==> src/rtl/load_store_unit_if.sv <==
// Request, response and data_mem bus bundle for load_store_unit.
// master: pipeline/data_mem side; slave: the load/store unit.
interface load_store_unit_if;
    // Request channel (valid/ready)
    logic        req_valid;
    logic        req_ready;
    logic        req_we;
    logic [2:0]  req_funct3;
    logic [31:0] req_base;
    logic [31:0] req_offset;
    logic [31:0] req_wdata;

    // Response channel (single pulse, no backpressure)
    logic        resp_valid;
    logic [31:0] resp_rdata;
    logic        resp_fault;
    logic [1:0]  resp_fault_code;

    // data_mem bus
    logic        mem_en;
    logic        mem_we;
    logic        mem_se;
    logic [3:0]  mem_bs;
    logic [31:0] mem_addr;
    logic [31:0] mem_wdata;
    logic [31:0] mem_rdata;

    modport master (
        output req_valid,
        output req_we,
        output req_funct3,
        output req_base,
        output req_offset,
        output req_wdata,
        output mem_rdata,
        input  req_ready,
        input  resp_valid,
        input  resp_rdata,
        input  resp_fault,
        input  resp_fault_code,
        input  mem_en,
        input  mem_we,
        input  mem_se,
        input  mem_bs,
        input  mem_addr,
        input  mem_wdata
    );

    modport slave (
        input  req_valid,
        input  req_we,
        input  req_funct3,
        input  req_base,
        input  req_offset,
        input  req_wdata,
        input  mem_rdata,
        output req_ready,
        output resp_valid,
        output resp_rdata,
        output resp_fault,
        output resp_fault_code,
        output mem_en,
        output mem_we,
        output mem_se,
        output mem_bs,
        output mem_addr,
        output mem_wdata
    );
endinterface

==> src/rtl/load_store_unit.sv <==
// Load/store unit: EA generation, legality/alignment/RO checks, data_mem sequencing.
// Ports: clk, rst_n (async active-low), bus (load_store_unit_if.slave).
module load_store_unit #(
    parameter logic [31:0] RO_BASE  = 32'h0010_0000,
    parameter logic [31:0] RO_BYTES = 32'd12
) (
    input  logic             clk,
    input  logic             rst_n,
    load_store_unit_if.slave bus
);

    typedef enum logic [1:0] {
        S_IDLE,
        S_ISSUE,
        S_CAPTURE,
        S_RESP
    } state_t;

    localparam logic [3:0] BS_BYTE = 4'b0001;
    localparam logic [3:0] BS_HALF = 4'b0010;
    localparam logic [3:0] BS_WORD = 4'b0011;

    localparam logic [1:0] FC_NONE  = 2'b00;
    localparam logic [1:0] FC_MISAL = 2'b01;
    localparam logic [1:0] FC_RO    = 2'b10;
    localparam logic [1:0] FC_ILL   = 2'b11;

    state_t      r_state;
    logic        r_resp_valid;
    logic [31:0] r_resp_rdata;
    logic        r_resp_fault;
    logic [1:0]  r_resp_code;
    logic        r_mem_en;
    logic        r_mem_we;
    logic        r_mem_se;
    logic [3:0]  r_mem_bs;
    logic [31:0] r_mem_addr;
    logic [31:0] r_mem_wdata;

    logic [31:0] w_ea;
    logic        w_legal;
    logic [3:0]  w_bs;
    logic        w_se;
    logic        w_misal;
    logic        w_ro_hit;
    logic [1:0]  w_code;
    logic        w_ready;
    logic        w_accept;

    assign w_ea = bus.req_base + bus.req_offset;

    // funct3 decode; stores only allow the signed encodings
    // and never request sign extension.
    always_comb begin
        w_legal = 1'b0;
        w_bs    = 4'b0000;
        w_se    = 1'b0;
        case (bus.req_funct3)
            3'b000: begin
                w_legal = 1'b1;
                w_bs    = BS_BYTE;
                w_se    = ~bus.req_we;
            end
            3'b001: begin
                w_legal = 1'b1;
                w_bs    = BS_HALF;
                w_se    = ~bus.req_we;
            end
            3'b010: begin
                w_legal = 1'b1;
                w_bs    = BS_WORD;
            end
            3'b100: begin
                w_legal = ~bus.req_we;
                w_bs    = BS_BYTE;
            end
            3'b101: begin
                w_legal = ~bus.req_we;
                w_bs    = BS_HALF;
            end
            default: begin
                w_legal = 1'b0;
            end
        endcase
    end

    assign w_misal = ((w_bs == BS_HALF) && w_ea[0])
                   | ((w_bs == BS_WORD) && (w_ea[1:0] != 2'b00));

    // Subtraction only evaluated meaningfully once EA >= RO_BASE,
    // so the window test cannot wrap.
    assign w_ro_hit = bus.req_we
                    && (w_ea >= RO_BASE)
                    && ((w_ea - RO_BASE) < RO_BYTES);

    always_comb begin
        if (!w_legal) begin
            w_code = FC_ILL;
        end else if (w_misal) begin
            w_code = FC_MISAL;
        end else if (w_ro_hit) begin
            w_code = FC_RO;
        end else begin
            w_code = FC_NONE;
        end
    end

    // rst_n gates ready so nothing looks accepted while held in reset.
    assign w_ready  = (r_state == S_IDLE) && rst_n;
    assign w_accept = bus.req_valid && w_ready;

    always_ff @(posedge clk or negedge rst_n) begin
        if (!rst_n) begin
            r_state      <= S_IDLE;
            r_resp_valid <= 1'b0;
            r_resp_rdata <= 32'h0;
            r_resp_fault <= 1'b0;
            r_resp_code  <= FC_NONE;
            r_mem_en     <= 1'b0;
            r_mem_we     <= 1'b0;
            r_mem_se     <= 1'b0;
            r_mem_bs     <= 4'b0000;
            r_mem_addr   <= 32'h0;
            r_mem_wdata  <= 32'h0;
        end else begin
            case (r_state)
                S_IDLE: begin
                    if (w_accept) begin
                        if (w_code != FC_NONE) begin
                            // Faulted: skip the bus entirely.
                            r_state      <= S_RESP;
                            r_resp_valid <= 1'b1;
                            r_resp_fault <= 1'b1;
                            r_resp_code  <= w_code;
                            r_resp_rdata <= 32'h0;
                        end else begin
                            r_state     <= S_ISSUE;
                            r_mem_en    <= 1'b1;
                            r_mem_we    <= bus.req_we;
                            r_mem_se    <= w_se;
                            r_mem_bs    <= w_bs;
                            r_mem_addr  <= w_ea;
                            r_mem_wdata <= bus.req_wdata;
                        end
                    end
                end
                S_ISSUE: begin
                    if (r_mem_we) begin
                        // Store commits on this edge.
                        r_state      <= S_RESP;
                        r_mem_en     <= 1'b0;
                        r_mem_we     <= 1'b0;
                        r_resp_valid <= 1'b1;
                        r_resp_fault <= 1'b0;
                        r_resp_code  <= FC_NONE;
                        r_resp_rdata <= 32'h0;
                    end else begin
                        // Read edge; data returns next cycle.
                        r_state <= S_CAPTURE;
                    end
                end
                S_CAPTURE: begin
                    r_state      <= S_RESP;
                    r_mem_en     <= 1'b0;
                    r_resp_valid <= 1'b1;
                    r_resp_fault <= 1'b0;
                    r_resp_code  <= FC_NONE;
                    r_resp_rdata <= bus.mem_rdata;
                end
                S_RESP: begin
                    r_state      <= S_IDLE;
                    r_resp_valid <= 1'b0;
                end
                default: begin
                    r_state <= S_IDLE;
                end
            endcase
        end
    end

    assign bus.req_ready       = w_ready;
    assign bus.resp_valid      = r_resp_valid;
    assign bus.resp_rdata      = r_resp_rdata;
    assign bus.resp_fault      = r_resp_fault;
    assign bus.resp_fault_code = r_resp_code;
    assign bus.mem_en          = r_mem_en;
    assign bus.mem_we          = r_mem_we;
    assign bus.mem_se          = r_mem_se;
    assign bus.mem_bs          = r_mem_bs;
    assign bus.mem_addr        = r_mem_addr;
    assign bus.mem_wdata       = r_mem_wdata;

endmodule
==> src/flat_wrapper.sv <==
// flat-port wrapper written by rule: the top's interface ports become plain ports
module load_store_unit_flat 
#(
    parameter logic [31:0] RO_BASE  = 32'h0010_0000,
    parameter logic [31:0] RO_BYTES = 32'd12
)
  (clk, rst_n, bus_req_valid, bus_req_we, bus_req_funct3, bus_req_base, bus_req_offset, bus_req_wdata, bus_mem_rdata, bus_req_ready, bus_resp_valid, bus_resp_rdata, bus_resp_fault, bus_resp_fault_code, bus_mem_en, bus_mem_we, bus_mem_se, bus_mem_bs, bus_mem_addr, bus_mem_wdata);
  load_store_unit_if bus_i ();
  input  logic clk;
  input  logic rst_n;
  input wire logic [$bits(bus_i.req_valid)-1:0] bus_req_valid;
  input wire logic [$bits(bus_i.req_we)-1:0] bus_req_we;
  input wire logic [$bits(bus_i.req_funct3)-1:0] bus_req_funct3;
  input wire logic [$bits(bus_i.req_base)-1:0] bus_req_base;
  input wire logic [$bits(bus_i.req_offset)-1:0] bus_req_offset;
  input wire logic [$bits(bus_i.req_wdata)-1:0] bus_req_wdata;
  input wire logic [$bits(bus_i.mem_rdata)-1:0] bus_mem_rdata;
  output wire logic [$bits(bus_i.req_ready)-1:0] bus_req_ready;
  output wire logic [$bits(bus_i.resp_valid)-1:0] bus_resp_valid;
  output wire logic [$bits(bus_i.resp_rdata)-1:0] bus_resp_rdata;
  output wire logic [$bits(bus_i.resp_fault)-1:0] bus_resp_fault;
  output wire logic [$bits(bus_i.resp_fault_code)-1:0] bus_resp_fault_code;
  output wire logic [$bits(bus_i.mem_en)-1:0] bus_mem_en;
  output wire logic [$bits(bus_i.mem_we)-1:0] bus_mem_we;
  output wire logic [$bits(bus_i.mem_se)-1:0] bus_mem_se;
  output wire logic [$bits(bus_i.mem_bs)-1:0] bus_mem_bs;
  output wire logic [$bits(bus_i.mem_addr)-1:0] bus_mem_addr;
  output wire logic [$bits(bus_i.mem_wdata)-1:0] bus_mem_wdata;
  assign bus_i.req_valid = bus_req_valid;
  assign bus_i.req_we = bus_req_we;
  assign bus_i.req_funct3 = bus_req_funct3;
  assign bus_i.req_base = bus_req_base;
  assign bus_i.req_offset = bus_req_offset;
  assign bus_i.req_wdata = bus_req_wdata;
  assign bus_i.mem_rdata = bus_mem_rdata;
  assign bus_req_ready = bus_i.req_ready;
  assign bus_resp_valid = bus_i.resp_valid;
  assign bus_resp_rdata = bus_i.resp_rdata;
  assign bus_resp_fault = bus_i.resp_fault;
  assign bus_resp_fault_code = bus_i.resp_fault_code;
  assign bus_mem_en = bus_i.mem_en;
  assign bus_mem_we = bus_i.mem_we;
  assign bus_mem_se = bus_i.mem_se;
  assign bus_mem_bs = bus_i.mem_bs;
  assign bus_mem_addr = bus_i.mem_addr;
  assign bus_mem_wdata = bus_i.mem_wdata;
  load_store_unit #(.RO_BASE(RO_BASE), .RO_BYTES(RO_BYTES)) u_core (.clk(clk), .rst_n(rst_n), .bus(bus_i));
endmodule
==> config.mk <==
export PLATFORM = sky130hd
export DESIGN_NAME = load_store_unit_flat
export DESIGN_NICKNAME = d
export VERILOG_FILES = /design/src/rtl/load_store_unit_if.sv /design/src/rtl/load_store_unit.sv /design/src/flat_wrapper.sv
export SDC_FILE = /design/constraint.sdc
export NUM_CORES = 1
export LEC_CHECK = 0
export ABC_AREA = 1
export CAP_MARGIN = 40
export CORE_MARGIN = 2
export CORE_UTILIZATION = 45
export DETAILED_ROUTE_END_ITERATION = 8
export PLACE_DENSITY_LB_ADDON = 0.1
export SYNTH_ARGS = -nofsm -noshare
export SYNTH_HDL_FRONTEND = slang
export SYNTH_SLANG_ARGS = --single-unit
==> constraint.sdc <==
create_clock -name clk -period 4.3 [get_ports clk]
set_input_delay 1.29 -clock clk [delete_from_list [all_inputs] [get_ports clk]]
set_output_delay 1.29 -clock clk [all_outputs]
set_load 0.1 [all_outputs]
==> results.yml, run 1 <==
power_and_ir_drop:
  power.density_nw_per_um2: 795
  sequentialPowerShare_pct: 16.8
  pwr-share-comb_pct: 74.2
  ir_drop_mv: 0.640
  p_int_mw: 4.76
  p_leak_nw: 6.90
  power.share.clock_pct: 9.0
  swShare_pct: 54.4
  p_switching_mw: 5.69
sta:
  relSlewSlack_pct: 49.7
  hold_viol: 0
  finalCriticalPeriod_ns: 4.44
  setup_violations: 1
  period_share_pct: 103
  worst-slew-pin-transition_ns: 0.754
  setup_ws_ns: -0.139
  final-max-slew-violation-count: 0
  clock.fmax_mhz: 225
  finalClockSkew_ns: 0.0137
synth:
  synthCells: 1075
  ys_warn_count: 0
  synth_top_area_share_pct: 37.8
  avgSynthCellArea_um2: 6.59
  ys_async_sr_fraction_pct: 100
  ys.flop_type: "dfrtp_1"
  synth_top_area_cell: "dfrtp_1"
  synth_area_um2: 7090
  ys_seq_area_share_pct: 37.8
  yosys.cell_types.count: 37
  ys_ff_latch: 107
  synth_area_leaders: "dfrtp_1 38%, nand2_1 27%, inv_1 8.3%, ha_1 6.2%, nand4_1 4.0%"
  synth-edff-count: 0
detailed_routing:
  route.detailed.drc: 0
  wl_per_cell_um: 20.6
  via_per_inst: 5.60
  drt_iter0_markers: 1131
  ant_nets: 0
  route.final.wire_length_mm: 35.2
  vias: 9556
  drtPass1Iterations: 6
cts:
  h-tree-depth: 3
  numCtsBuffers: 9
  root_buffer: "clkbuf_16"
  cts_tree: "done"
  clk_pin_slew_ns: 0.08
  worstSkewPairLatency_ns: 0.36
  cts.sinks: 107
  cts.path.max_buffers: 2
place:
  place_ws_ns: -0.445
  place_area_um2: 12400
  dp_hpwl_mm: 21.6
  portBuffers: 240
  place.gp.congestion: 0.926
  dp_cells: 1684
floorplanning:
  die_area_um2: 16800
  num_io_pins: 243
  dieHeight_um: 129
  core-area_um2: 15300
  dieWidth_um: 129
  start_util_pct: 46.3
  std_cell_rows: 45
grt:
  first_global_vias: 9187
  grt_max_degree: 66
  grt_pass1_wl_mm: 47.3
  grt_usage_pct: 36.6
  grt_overflow: 0
  antenna_found_initial: 2
setup_path:
  crit_fanout: 13
  required_ns: 4.53
  worst_setup_path_end_kind: "register"
  cp_data_arrival_time_ns: 4.67
  path_common_cell: "nand2_1"
  critical_path_class: "in -> reg"
  slowest_stage: "clkdlybuf4s50_1"
  max_stage_delay_ns: 0.46
  setup.worst_path.start_class: "input port"
  crit_chain: "clkdlybuf4s50_1 > ha_2 > fa_2 > nand3_1 > nand3_2 > nand2_1 > nand2_2 > xor2_1 > nor2_1 > nand2_1 > nor2_1 > nand2_1 > nor2_2 > nand3_1 > nor2_1 > nand2_2 > nand2_2 > nor2_4 > buf_4 > clkbuf_16 > nand2_1 > nand2_1"
final_layout:
  final_common_cell: "nand2_1"
  num-fill-cells: 764
  fin_cells: 1706
  finish.instance_area_um2: 13200
  nets: 1660
  area_growth_pct: 85.6
  final_cell_mix: "498 x nand2_1, 238 x clkdlybuf4s50_1, 157 x inv_1"
  drive_gt1_share_pct: 18.2
flow_run:
  drv_cap: 0
status:
  failed_checks: "setup timing"
  status: "finished, violations left"
hold_path:
  hp-class: "reg -> reg"
==> power by group through the flow <==
stage	Sequential (mW)	Combinational [mW]	Clock (mW)
floorplan	4.42	1.13	0
global placement	1.63	5.39	0
detailed placement	1.68	7.33	0
CTS	1.70	7.44	0.922
global route	1.77	7.95	0.981
finish	1.75	7.76	0.940
==> cells in the mapped netlist, types with 2 or more instances <==
cell type,number
nand2_1,506
inv_1,157
dfrtp_1,107
nor2_1,55
nand4_1,45
nand3_1,38
ha_1,35
a21oi_1,22
o21ai_0,17
o21ai_1,13
clkbuf_1,10
buf_2,8
xor2_1,8
nor3_1,7
buf_4,6
buf_6,5
nand3b_1,5
xnor2_1,4
buf_1,3
nand2_2,3
inv_2,2
nand3_2,2
nor2_2,2
nor4_1,2
==> sequential cells by signal, indices dropped and copies added, names as in the netlist <==
register and cells:
u_core.bus.mem_addr 32, u_core.bus.mem_wdata 32, u_core.bus.resp_rdata 32, u_core.bus.mem_bs 2, u_core.bus.resp_fault_code 2, u_core.r_state 2
u_core.bus.mem_en 1, u_core.bus.mem_se 1, u_core.bus.mem_we 1, u_core.bus.resp_fault 1, u_core.bus.resp_valid 1
==> worst max-delay path: cells and delay by family <==
family	cells	cell delay, ns
simple gates	16	1.78
buf+inv	3	0.81
fa+ha+maj	2	0.60
xor+xnor	1	0.18
==> path summary, 6_finish.rpt <==
path / start / to / slack (ns) / cells past startpoint
setup / recovery: bus_req_offset[0] / u_core.bus.mem_wdata[12]$_DFFE_PN0P_ / -0.14 / 22
hold reg to reg: u_core.bus.mem_addr[14]$_DFFE_PN0P_ / u_core.bus.mem_addr[14]$_DFFE_PN0P_ / 0.49 / 2
min in group asynchronous: rst_n / u_core.bus.mem_en$_DFFE_PN0P_ / 1.03 / 2
hold / removal: u_core.bus.mem_addr[14]$_DFFE_PN0P_ / u_core.bus.mem_addr[14]$_DFFE_PN0P_ / 0.49 / 2
setup reg to reg: u_core.r_state[0]$_DFFE_PN0P_ / u_core.bus.resp_fault_code[1]$_DFFE_PN0P_ / 1.44 / 9
max in group asynchronous: rst_n / u_core.bus.mem_wdata[30]$_DFFE_PN0P_ / 2.36 / 4
==> layout make-up <==
type / instances / area, um2 / share of cell area (%)
antenna: 1 / 2.50 / 0.0190
tap: 211 / 264 / 2.01
clock inverter: 6 / 87.6 / 0.666
inverter: 159 / 602 / 4.58
timing repair buffer: 435 / 5330 / 40.5
sequential: 107 / 2680 / 20.4
clock buffer: 10 / 239 / 1.82
multi-input combinational: 777 / 3950 / 30.0
==> through the flow <==
stage	setup TNS, ns	hold WS (ns)	power [mW]	util [%]
2_1_floorplan	0	0.548	5.55	-
3_3_place_gp	-14.74	0.453	7.02	67.0
3_5_place_dp	-28.70	0.458	9.02	80.7
4_1_cts	0	0.481	10.1	83.0
5_1_grt	-1.42	0.514	10.7	85.9
6_report	-0.139	0.486	10.5	85.9
==> metal layers <==
layer | GRT usage (%) | share of wire (%)
met1 | 38.2 | 32
met2 | 65.4 | 48
met3 | 6.81 | 10
met4 | 27.5 | 8.9
met5 | 0 | 0.15
==> cell families (layout without fill, tap and decap cells) <==
family	after synthesis	in the layout	share of synthesized area, %
AO/OA/AOI/OAI	60	60	4.50
buffers and inverters	192	610	11.2
XOR/XNOR	12	12	1.48
flip-flops	107	107	37.8
adder cells (fa/ha/maj)	36	36	6.46
other	1	3	0.0529
AND/OR/NAND/NOR	667	667	38.5
==> what timing repair did <==
item                       CTS  global route
setup endpoints to repair   36           105
buffers inserted             0             1
pin swaps                    0             6
gates resized for setup      3            63
hold buffers                 0             0
cloned                       0             4
Power figures use the tool's default switching activity.
==> run 2: changes to the inputs <==
--- a/config.mk
+++ b/config.mk
@@ -11,6 +11,7 @@
 export CORE_UTILIZATION = 45
 export DETAILED_ROUTE_END_ITERATION = 8
 export PLACE_DENSITY_LB_ADDON = 0.1
+export SKIP_CTS_REPAIR_TIMING = 1
 export SYNTH_ARGS = -nofsm -noshare
 export SYNTH_HDL_FRONTEND = slang
 export SYNTH_SLANG_ARGS = --single-unit
==> constraint.sdc (replaced) <==
create_clock -name clk -period 5.3 [get_ports clk]
set_input_delay 1.59 -clock clk [delete_from_list [all_inputs] [get_ports clk]]
set_output_delay 1.59 -clock clk [all_outputs]
set_load 0.1 [all_outputs]
==> run 2 against run 1 <==
Effect of this change: the run now ends clean; clock skew decreased by 0.0067 ns; critical path depth decreased by 1; flip-flop and latch count unchanged; count of clock-buffer cells in the layout unchanged; via count decreased by 12%; final cell count decreased by 4.9%; register-to-register slack improved by 1.5 ns; core utilization decreased by 7.3 points; global-route usage decreased by 4.9 points; combinational power decreased by 25%; clock power decreased by 26%; critical endpoint is now u_core.bus.resp_rdata[22]$_DFFE_PN0P_.
==> results.yml, run 2 (synthesized netlist as in run 1, its figures left out) <==
detailed_routing:
  drtPass1Iterations: 5
  ant_nets: 0
  vias: 8371
  route.final.wire_length_mm: 26.4
  via_per_inst: 5.16
  route.detailed.drc: 0
  drt_iter0_markers: 759
  wl_per_cell_um: 16.2
floorplanning:
  start_util_pct: 46.3
  num_io_pins: 243
  die_area_um2: 16800
  dieHeight_um: 129
  core-area_um2: 15300
  dieWidth_um: 129
  std_cell_rows: 45
grt:
  grt_usage_pct: 31.7
  grt_max_degree: 87
  grt_overflow: 0
  grt_pass1_wl_mm: 41.7
  first_global_vias: 8449
  antenna_found_initial: 0
power_and_ir_drop:
  power.density_nw_per_um2: 656
  ir_drop_mv: 0.517
  p_leak_nw: 6.40
  finalPower_mw: 7.89
sta:
  relSlewSlack_pct: 49.1
  final-max-slew-violation-count: 0
  worst-slew-pin-transition_ns: 0.763
  setup_violations: 0
  clock.fmax_mhz: 208
  period_share_pct: 90.6
  finalClockSkew_ns: 0.00704
  tns_ns: 0
  hold_viol: 0
  finalCriticalPeriod_ns: 4.80
  setup_ws_ns: 0.501
  rsz0062_at_grt: "no"
final_layout:
  finish.instance_area_um2: 12000
  num-fill-cells: 1025
  final_cell_mix: "506 x nand2_1, 238 x clkdlybuf4s50_1, 157 x inv_1"
  final_common_cell: "nand2_1"
  fin_cells: 1623
  diodes: 0
  drive_gt1_share_pct: 10.1
  nets: 1578
  area_growth_pct: 69.8
place:
  dp_hpwl_mm: 20.4
  place_ws_ns: 0.193
  portBuffers: 240
  place_area_um2: 11700
  place.gp.congestion: 0.909
  dp_cells: 1607
cts:
  cts_tree: "done"
  clk_pin_slew_ns: 0.07
  root_buffer: "clkbuf_16"
  cts.path.max_buffers: 2
  cts.sinks: 107
  numCtsBuffers: 9
  h-tree-depth: 3
  worstSkewPairLatency_ns: 0.35
setup_path:
  crit_chain: "clkdlybuf4s50_1 > ha_1 > fa_1 > nand3_1 > nand3_1 > nand2_1 > nand2_1 > nand2_1 > nand3_2 > a21o_1 > nand2_1 > nand2_1 > nand3_1 > nand2_1 > nor2_1 > nand2_2 > nand3_1 > nand3_2 > buf_12 > nand2_1 > nand2_1"
  required_ns: 5.53
  setup.worst_path.start_class: "input port"
  crit_fanout: 25
  critical_path_buf_inv_count: 2
  max_stage_delay_ns: 0.44
  worst_setup_path_end_kind: "register"
  slowest_stage: "fa_1"
  path_common_cell: "nand2_1"
  critical_path_class: "in -> reg"
  cp_top_family: "simple AND/OR/NAND/NOR gates"
  cp_data_arrival_time_ns: 5.02
flow_run:
  drv_cap: 0
hold_path:
  hp-class: "reg -> reg"
status:
  status: "finished, final reports clean"
run 2: cell types whose count changed in the layout (fill, tap and decap cells not counted), sizes merged:
cell,previous run,this run
buf,194,115
clkbuf,13,10
clkinvlp,0,2
bufinv,2,1
clkinv,3,2
diode,1,0
run 2: metal layers:
| metal | up-vias | global-route usage (%) | part of all wire (%) |
|---|---|---|---|
| met5 | - | 0 | 0 |
| met2 | 420 | 59.3 | 52 |
| met4 | 0 | 17.4 | 5.7 |
| li1 | 3974 | - | - |
| met1 | 3857 | 33.1 | 35 |
| met3 | 120 | 6.40 | 7.0 |
run 2: path summary, 6_finish.rpt:
path	from	end	slack (ns)	cells after the start
setup / recovery	bus_req_offset[0]	u_core.bus.resp_rdata[22]$_DFFE_PN0P_	0.50	21
hold / removal	u_core.bus.mem_wdata[25]$_DFFE_PN0P_	u_core.bus.mem_wdata[25]$_DFFE_PN0P_	0.47	2
setup reg to reg	u_core.r_state[1]$_DFFE_PN0P_	u_core.bus.resp_rdata[22]$_DFFE_PN0P_	2.89	9
hold reg to reg	u_core.bus.mem_wdata[25]$_DFFE_PN0P_	u_core.bus.mem_wdata[25]$_DFFE_PN0P_	0.47	2
max in group asynchronous	rst_n	u_core.bus.mem_addr[0]$_DFFE_PN0P_	2.71	3
min in group asynchronous	rst_n	u_core.bus.mem_en$_DFFE_PN0P_	1.39	2
run 2: worst reg2reg max path: cells and delay by family, from the launching register on:
kind,cells,cell delay [ns]
buf+inv,4,0.98
simple gates,4,0.69
flops,1,0.42
fa+ha+maj,1,0.19
run 2: through the flow:
step / hold WS [ns] / util (%)
2_1_floorplan: 0.548 / -
3_3_place_gp: 0.452 / 63.0
3_5_place_dp: 0.462 / 76.6
4_1_cts: 0.478 / 78.6
5_1_grt: 0.505 / 78.6
6_report: 0.475 / 78.6
run 2: area by class of cell:
type	instances	area [um2]	share of cell area, %
repair buffers	353	4570	38.0
multi-input cells	777	3620	30.1
flip-flops and latches	107	2680	22.3
inverters	159	597	4.96
well taps	211	264	2.19
clock buffers	10	239	1.99
clock inverters	6	63.8	0.530
run 2: power breakdown:
part           total [mW]  internal, mW  switching, mW
Sequential           1.37          1.14          0.224
Combinational        5.83          2.11           3.73
Clock               0.693         0.380          0.314
Total                7.89          3.63           4.26
